## config.mk

```make
export PLATFORM = sky130hd
export DESIGN_NAME = mmu_ctrl
export DESIGN_NICKNAME = d
export VERILOG_FILES = /design/src/rtl/mmu_pkg.sv /design/src/rtl/mmu_skew.sv /design/src/rtl/mmu_ctrl.sv
export SDC_FILE = /design/constraint.sdc
export NUM_CORES = 1
export LEC_CHECK = 0
export ABC_CLOCK_PERIOD_IN_PS = 4880
export CORE_MARGIN = 5
export CORE_UTILIZATION = 50
export CTS_CLUSTER_DIAMETER = 60
export DETAILED_ROUTE_END_ITERATION = 8
export GPL_TIMING_DRIVEN = 0
export PLACE_DENSITY = 0.88
export SLEW_MARGIN = 15
export SYNTH_ARGS = -nofsm -noshare
export SYNTH_HDL_FRONTEND = slang
export SYNTH_SLANG_ARGS = --single-unit
```

## constraint.sdc

```tcl
create_clock -name clk -period 4.88 [get_ports clk]
set_clock_uncertainty 0.2 [all_clocks]
set_input_delay 1.464 -clock clk [delete_from_list [all_inputs] [get_ports clk]]
set_output_delay 1.464 -clock clk [all_outputs]
set_load 0.03 [all_outputs]
```

## src/rtl/mmu_pkg.sv

```systemverilog
// mmu_pkg: shared types and constants for the matrix-multiply array controller.
//   mmu_state_e   - controller FSM states
//   MMU_N         - array dimension (rows = columns = lanes)
//   MMU_DW        - bits per data/weight element
//   MMU_ACC_W     - accumulator width per lane
//   MMU_DRAIN_CYC - default zero-data cycles before the result is sampled
package mmu_pkg;

  localparam int MMU_N         = 4;
  localparam int MMU_DW        = 8;
  localparam int MMU_ACC_W     = 32;
  localparam int MMU_DRAIN_CYC = 8;

  typedef enum logic [2:0] {
    IDLE    = 3'd0,
    LOAD_WT = 3'd1,
    STREAM  = 3'd2,
    DRAIN   = 3'd3,
    DONE    = 3'd4
  } mmu_state_e;

  // Width needed to count 0..max_val inclusive.
  function automatic int cnt_width(input int max_val);
    return (max_val < 2) ? 1 : $clog2(max_val + 1);
  endfunction

endpackage

```

## src/rtl/mmu_skew.sv

```systemverilog
// mmu_skew: data-row buffer plus diagonal skew generator.
//   clk, rst          - clock, synchronous active-high reset (clears the buffer)
//   wr_en/addr/data   - write one data row (already gated to IDLE by the caller)
//   stream            - high while the controller is in STREAM
//   t                 - STREAM cycle counter
//   data_arr          - skewed array data; lane i carries row (t-i) element i
//                       when 0 <= t-i < N, otherwise zero
import mmu_pkg::*;

module mmu_skew #(
  parameter int N  = MMU_N,
  parameter int DW = MMU_DW,
  parameter int TW = $clog2(2*N)
) (
  input  logic            clk,
  input  logic            rst,
  input  logic            wr_en,
  input  logic [1:0]      wr_addr,
  input  logic [N*DW-1:0] wr_data,
  input  logic            stream,
  input  logic [TW-1:0]   t,
  output logic [N*DW-1:0] data_arr
);

  localparam int AW = $clog2(N);

  logic [N-1:0][N-1:0][DW-1:0] buf_q;   // [row][lane]
  logic [N-1:0][DW-1:0]        lane;

  always_ff @(posedge clk) begin
    if (rst)        buf_q <= '0;
    else if (wr_en) buf_q[wr_addr[AW-1:0]] <= wr_data;
  end

  for (genvar i = 0; i < N; i++) begin : g_lane
    logic [TW:0] r;   // row index t-i, one extra bit so t<i cannot alias
    always_comb begin
      r       = {1'b0, t} - (TW+1)'(i);
      lane[i] = '0;
      if (stream && ({1'b0, t} >= (TW+1)'(i)) && (r < (TW+1)'(N)))
        lane[i] = buf_q[r[AW-1:0]][i];
    end
  end

  assign data_arr = lane;

endmodule

```

## src/rtl/mmu_ctrl.sv

```systemverilog
// mmu_ctrl: controller for an N x N weight-stationary systolic array.
//   clk, rst                  - clock, synchronous active-high reset
//   wt_wr_en/addr/data        - write one weight row (accepted only in IDLE)
//   dat_wr_en/addr/data       - write one data row (accepted only in IDLE)
//   start                     - begin a multiply (sampled only in IDLE)
//   busy                      - high in every state except IDLE
//   control                   - array weight-load enable (LOAD_WT)
//   wt_arr, data_arr          - array weight / skewed data inputs
//   acc_out                   - array accumulators, sampled on the last DRAIN edge
//   res_valid, res_data, done - one-cycle result strobe, held result, completion
// Optional feature: define MMU_CTRL_WT_REUSE_EN to skip LOAD_WT when no weight
// row has been written since the last load.
import mmu_pkg::*;

module mmu_ctrl #(
  parameter int N         = MMU_N,
  parameter int DW        = MMU_DW,
  parameter int DRAIN_CYC = MMU_DRAIN_CYC
) (
  input  logic                   clk,
  input  logic                   rst,
  input  logic                   wt_wr_en,
  input  logic [1:0]             wt_wr_addr,
  input  logic [N*DW-1:0]        wt_wr_data,
  input  logic                   dat_wr_en,
  input  logic [1:0]             dat_wr_addr,
  input  logic [N*DW-1:0]        dat_wr_data,
  input  logic                   start,
  output logic                   busy,
  output logic                   control,
  output logic [N*DW-1:0]        wt_arr,
  output logic [N*DW-1:0]        data_arr,
  input  logic [N*MMU_ACC_W-1:0] acc_out,
  output logic                   res_valid,
  output logic [N*MMU_ACC_W-1:0] res_data,
  output logic                   done
);

  localparam int AW = $clog2(N);
  localparam int TW = $clog2(2*N);
  localparam int CW = cnt_width((DRAIN_CYC > 2*N) ? DRAIN_CYC : 2*N);

  mmu_state_e            state;
  logic [CW-1:0]         cnt;
  logic [N-1:0][N*DW-1:0] wt_buf;
  logic                  wt_we, dat_we, load_needed;

  // Buffers only change while idle, so a running multiply sees stable rows.
  assign wt_we  = wt_wr_en  && (state == IDLE);
  assign dat_we = dat_wr_en && (state == IDLE);

  always_ff @(posedge clk) begin
    if (rst)        wt_buf <= '0;
    else if (wt_we) wt_buf[wt_wr_addr[AW-1:0]] <= wt_wr_data;
  end

`ifdef MMU_CTRL_WT_REUSE_EN
  logic wt_dirty;
  always_ff @(posedge clk) begin
    if (rst)                                          wt_dirty <= 1'b1;
    else if (wt_we)                                   wt_dirty <= 1'b1;
    else if (state == LOAD_WT && cnt == CW'(N-1))     wt_dirty <= 1'b0;
  end
  // A write in the start cycle must still force a reload.
  assign load_needed = wt_dirty | wt_we;
`else
  assign load_needed = 1'b1;
`endif

  always_ff @(posedge clk) begin
    if (rst) begin
      state     <= IDLE;
      cnt       <= '0;
      busy      <= 1'b0;
      control   <= 1'b0;
      res_valid <= 1'b0;
      done      <= 1'b0;
      res_data  <= '0;
    end else begin
      case (state)
        IDLE: begin
          if (start) begin
            busy <= 1'b1;
            cnt  <= '0;
            if (load_needed) begin
              state   <= LOAD_WT;
              control <= 1'b1;
            end else begin
              state   <= STREAM;
            end
          end
        end
        LOAD_WT: begin
          if (cnt == CW'(N-1)) begin
            state   <= STREAM;
            control <= 1'b0;
            cnt     <= '0;
          end else begin
            cnt <= cnt + CW'(1);
          end
        end
        STREAM: begin
          if (cnt == CW'(2*N-2)) begin
            state <= DRAIN;
            cnt   <= '0;
          end else begin
            cnt <= cnt + CW'(1);
          end
        end
        DRAIN: begin
          if (cnt == CW'(DRAIN_CYC-1)) begin
            state     <= DONE;
            cnt       <= '0;
            res_data  <= acc_out;
            res_valid <= 1'b1;
            done      <= 1'b1;
          end else begin
            cnt <= cnt + CW'(1);
          end
        end
        DONE: begin
          state     <= IDLE;
          busy      <= 1'b0;
          res_valid <= 1'b0;
          done      <= 1'b0;
        end
        default: begin
          state     <= IDLE;
          busy      <= 1'b0;
          control   <= 1'b0;
          res_valid <= 1'b0;
          done      <= 1'b0;
        end
      endcase
    end
  end

  // Row k is presented in LOAD_WT cycle k; zero everywhere else.
  assign wt_arr = (state == LOAD_WT) ? wt_buf[cnt[AW-1:0]] : '0;

  mmu_skew #(.N(N), .DW(DW), .TW(TW)) u_skew (
    .clk      (clk),
    .rst      (rst),
    .wr_en    (dat_we),
    .wr_addr  (dat_wr_addr),
    .wr_data  (dat_wr_data),
    .stream   (state == STREAM),
    .t        (cnt[TW-1:0]),
    .data_arr (data_arr)
  );

endmodule

```

==> results.cfg <==
[status]
status = finished clean

[critical_path]
critPathMaxStageDelay_ns = 0.72
cp_slowest_cell = clkdlybuf4s50_1
crit_fanout = 10
end_kind = primary output
r2r-end = res_data[81]
path_delay_family = buffers and inverters
r2r-start = state[2]
r2r_slack_ns = 2.11
cp.arrival_ns = 3.17
path_buf_inv = 5
critical_path_required_ns = 3.22
critPathLaunchType = register
path_class = reg -> out
worst_path_most_repeated_cell = buf_4
worstRegToRegCells = 6
path_cells = buf_6 -> buf_4 -> inv_1 -> ha_1 -> o211ai_1 -> buf_4 -> nor2b_1 -> clkdlybuf4s50_1

[hold_path]
holdPathStages = 2
worstHoldStart = u_skew.buf_q[103]
hold_path_end = u_skew.buf_q[103]
hold_class = reg -> reg

[floorplan]
core-area_um2 = 33400
ios = 397
die_width_um = 194
dieArea_um2 = 37500
initial_core_util_pct = 50.4
die_h_um = 194
num_rows = 67

[sta]
fin_crit_ns = 4.83
tns_ns = 0
worst_slew_pin_slew_ns = 0.895
setup_violations = 0
hold_violations = 0
fmax_mhz = 207
fin_crit_sh_pct = 99.0
slew_headroom_pct = 39.5
drv_slew = 0

[global_route]
grt_pass1_vias = 15900
grt_pass1_wl_mm = 89.0
grtUsageTotal_pct = 29.1
grt_max_degree = 14
antenna_found_initial = 2
overflow = 0

[power_and_ir_drop]
netSwitchingFraction_pct = 23.7
ir_drop_v = 0.000259
power.switching_w = 0.00172
combPwrFrac_pct = 10.5
intPower_w = 0.00554
p_leak_nw = 9.04
power_density_nw_per_um2 = 317
clkPwrFrac_pct = 43.5
p_total_w = 0.00725
p_seq_share_pct = 46.0

[yosys]
yosys.area_share.xor_xnor_pct = 0.0519
synth_enable_flop_cells = 0
synth_area_per_cell_um2 = 9.71
synth-seq-area-share_pct = 46.8
synth-seq-cells = 394
yosys_warnings = 0
synth_fa_ha_area_share_pct = 0.742
synth-simple-area-share_pct = 15.9
muxShareOfSynthArea_pct = 22.3
ys.flop_type = dfxtp_1
yosysUniqueCellTypes = 43
synth_compound_area_share_pct = 9.80
syn_nets = 1947
synth_top_family_by_area = multiplexers
syn_inst = 1736
synth_area_um2 = 16900
async_reset_ff_share_pct = 0

[final_layout]
post-route-util_pct = 68.3
drive_gt1_share_pct = 8.48
fillers = 2420
stdcell_count = 2654
layout_commonest_cell = dfxtp_1
n_antenna_cell = 0
synthToLayoutAreaGrowth_pct = 35.5
layout_common_cells = dfxtp_1 (393), clkdlybuf4s50_1 (373), nand2_1 (272)
nets = 2387

[clock_network]
clock_latency_ns = 0.52
cts-buffers-inserted = 41
cts_hold_buf = 0
clk_pin_slew_ns = 0.06
cts_tree = yes
cts_sinks = 394
ctsRootBufferMaster = clkbuf_16
cts_max_level = 2
clock_path_buffers = 3

[routing]
avgViaCountPerCell = 5.85
dr.pass1.iters = 5
wl_met2_mm = 27.1
ant_nets = 0
drt-initial-drc-count = 1295
num_vias = 15500
routed.top_layer = met5
wirelength_mm = 57.5
drc = 0
drt-met1-wl_mm = 23.1
wl_per_cell_um = 21.7
wl_met3_mm = 4.70

[place]
place.port_buffers = 395
gp_congestion = 0.892
dp.cells = 2579
dp_hpwl_mm = 41.5

[job]
maxCapViolations = 0
-- per-stage QoR --
step / area [um2] / setup slack, ns / hold WS (ns)
floorplan: 16900 / 0.105 / 0.232
global placement: 21400 / -1.61 / 0.239
detailed placement: 21400 / -1.68 / 0.246
CTS: 22800 / -0.133 / 0.260
global route: 22800 / -0.000526 / 0.273
finish: 22800 / 0.0465 / 0.259
-- metal layers --
metal / vias up / GRT usage [%]
met5: - / 0
met4: 2 / 12.4
met3: 172 / 6.12
met2: 826 / 47.1
met1: 7529 / 38.1
li1: 7006 / -
-- sequential cells by signal, indices dropped and copies added, names as in the netlist --
name and count:
control 1, done 1, state 3, res_data 128, wt_buf 128, u_skew.buf_q 128, busy 1, cnt 4
-- cells by family (layout without fill, tap and decap cells) --
| kind of cell | Yosys count | in the layout |
|---|---|---|
| xor gates and xnor gates | 1 | 1 |
| adders and majority gates | 10 | 10 |
| DFF | 394 | 394 |
| buffers and inverters | 176 | 646 |
| and+or+nand+nor | 557 | 557 |
| AOI/OAI and AO/OA | 302 | 302 |
| muxes | 296 | 296 |
-- cell usage after synthesis, types with 2 or more instances --
cell       count  area, um2
or3_1          2       12.5
buf_6          5       56.3
or4b_1         2       20.0
nand2b_1      28        175
nand3_1      131        656
nor3b_1        2       15.0
dfxtp_1      394       7890
nand2_1      272       1020
mux2i_1      232       2320
nor4_1        25        156
buf_1          8       30.0
buf_2         31        155
a21oi_1      133        666
clkbuf_1     123        462
nor2_1         3       11.3
o21ai_0      130        651
a221oi_1       3       26.3
and3b_1        3       26.3
nor4b_1        2       17.5
nor3_1         3       15.0
o311ai_0       3       26.3
ha_1          10        125
a31o_2         2       17.5
inv_1          7       26.3
mux4_2        64       1440
o2111ai_1      2       17.5
nor2b_1       69        432
nand3b_1       7       52.6
a31o_1        23        201
o211ai_1       4       30.0
-- area by class of cell --
class	instances	area, um2	share of cell area, %
inverter	8	30.0	0.131
tap	448	561	2.45
timing repair buffer	398	3980	17.4
clock inverter	9	128	0.559
multi-input combinational	1166	8290	36.3
sequential	394	7890	34.5
buffer	167	747	3.27
clock buffer	64	1220	5.35
-- worst reg2reg max path: cells and delay by family, from the launching register on --
kind,cells,cell delay (ns)
AOI/OAI and AO/OA,1,0.21
buffers and inverters,3,1.22
DFF,1,0.36
and+or+nand+nor,2,0.71
-- what timing repair did --
action,in CTS,in global routing
buffers inserted,2,1
pin swaps,1,1
cloned,0,0
resized for setup,42,18
hold endpoints to repair,0,0
setup endpoints to repair,59,32
-- power by group through the flow --
stage	clock network (W)	logic, W	registers [W]
after floorplan	0	0.000401	0.00339
after global placement	0	0.000713	0.00339
after detailed placement	0	0.000728	0.00340
after CTS	0.00318	0.000750	0.00333
after global routing	0.00332	0.000810	0.00334
final	0.00315	0.000764	0.00333
-- how the worst max path moves through the flow --
stage                     startpoint  slack (ns)  cells after the start            to
after floorplan               cnt[0]        0.10                      9  data_arr[30]
after global placement        cnt[0]       -1.61                     10  data_arr[30]
after detailed placement      cnt[1]       -1.68                      9  data_arr[30]
after CTS                     cnt[1]       -0.13                      8  data_arr[30]
after global routing          cnt[1]     -0.0005                      9  data_arr[23]
final                         cnt[1]        0.05                      8  data_arr[23]
(Power assumes the default switching activity.)
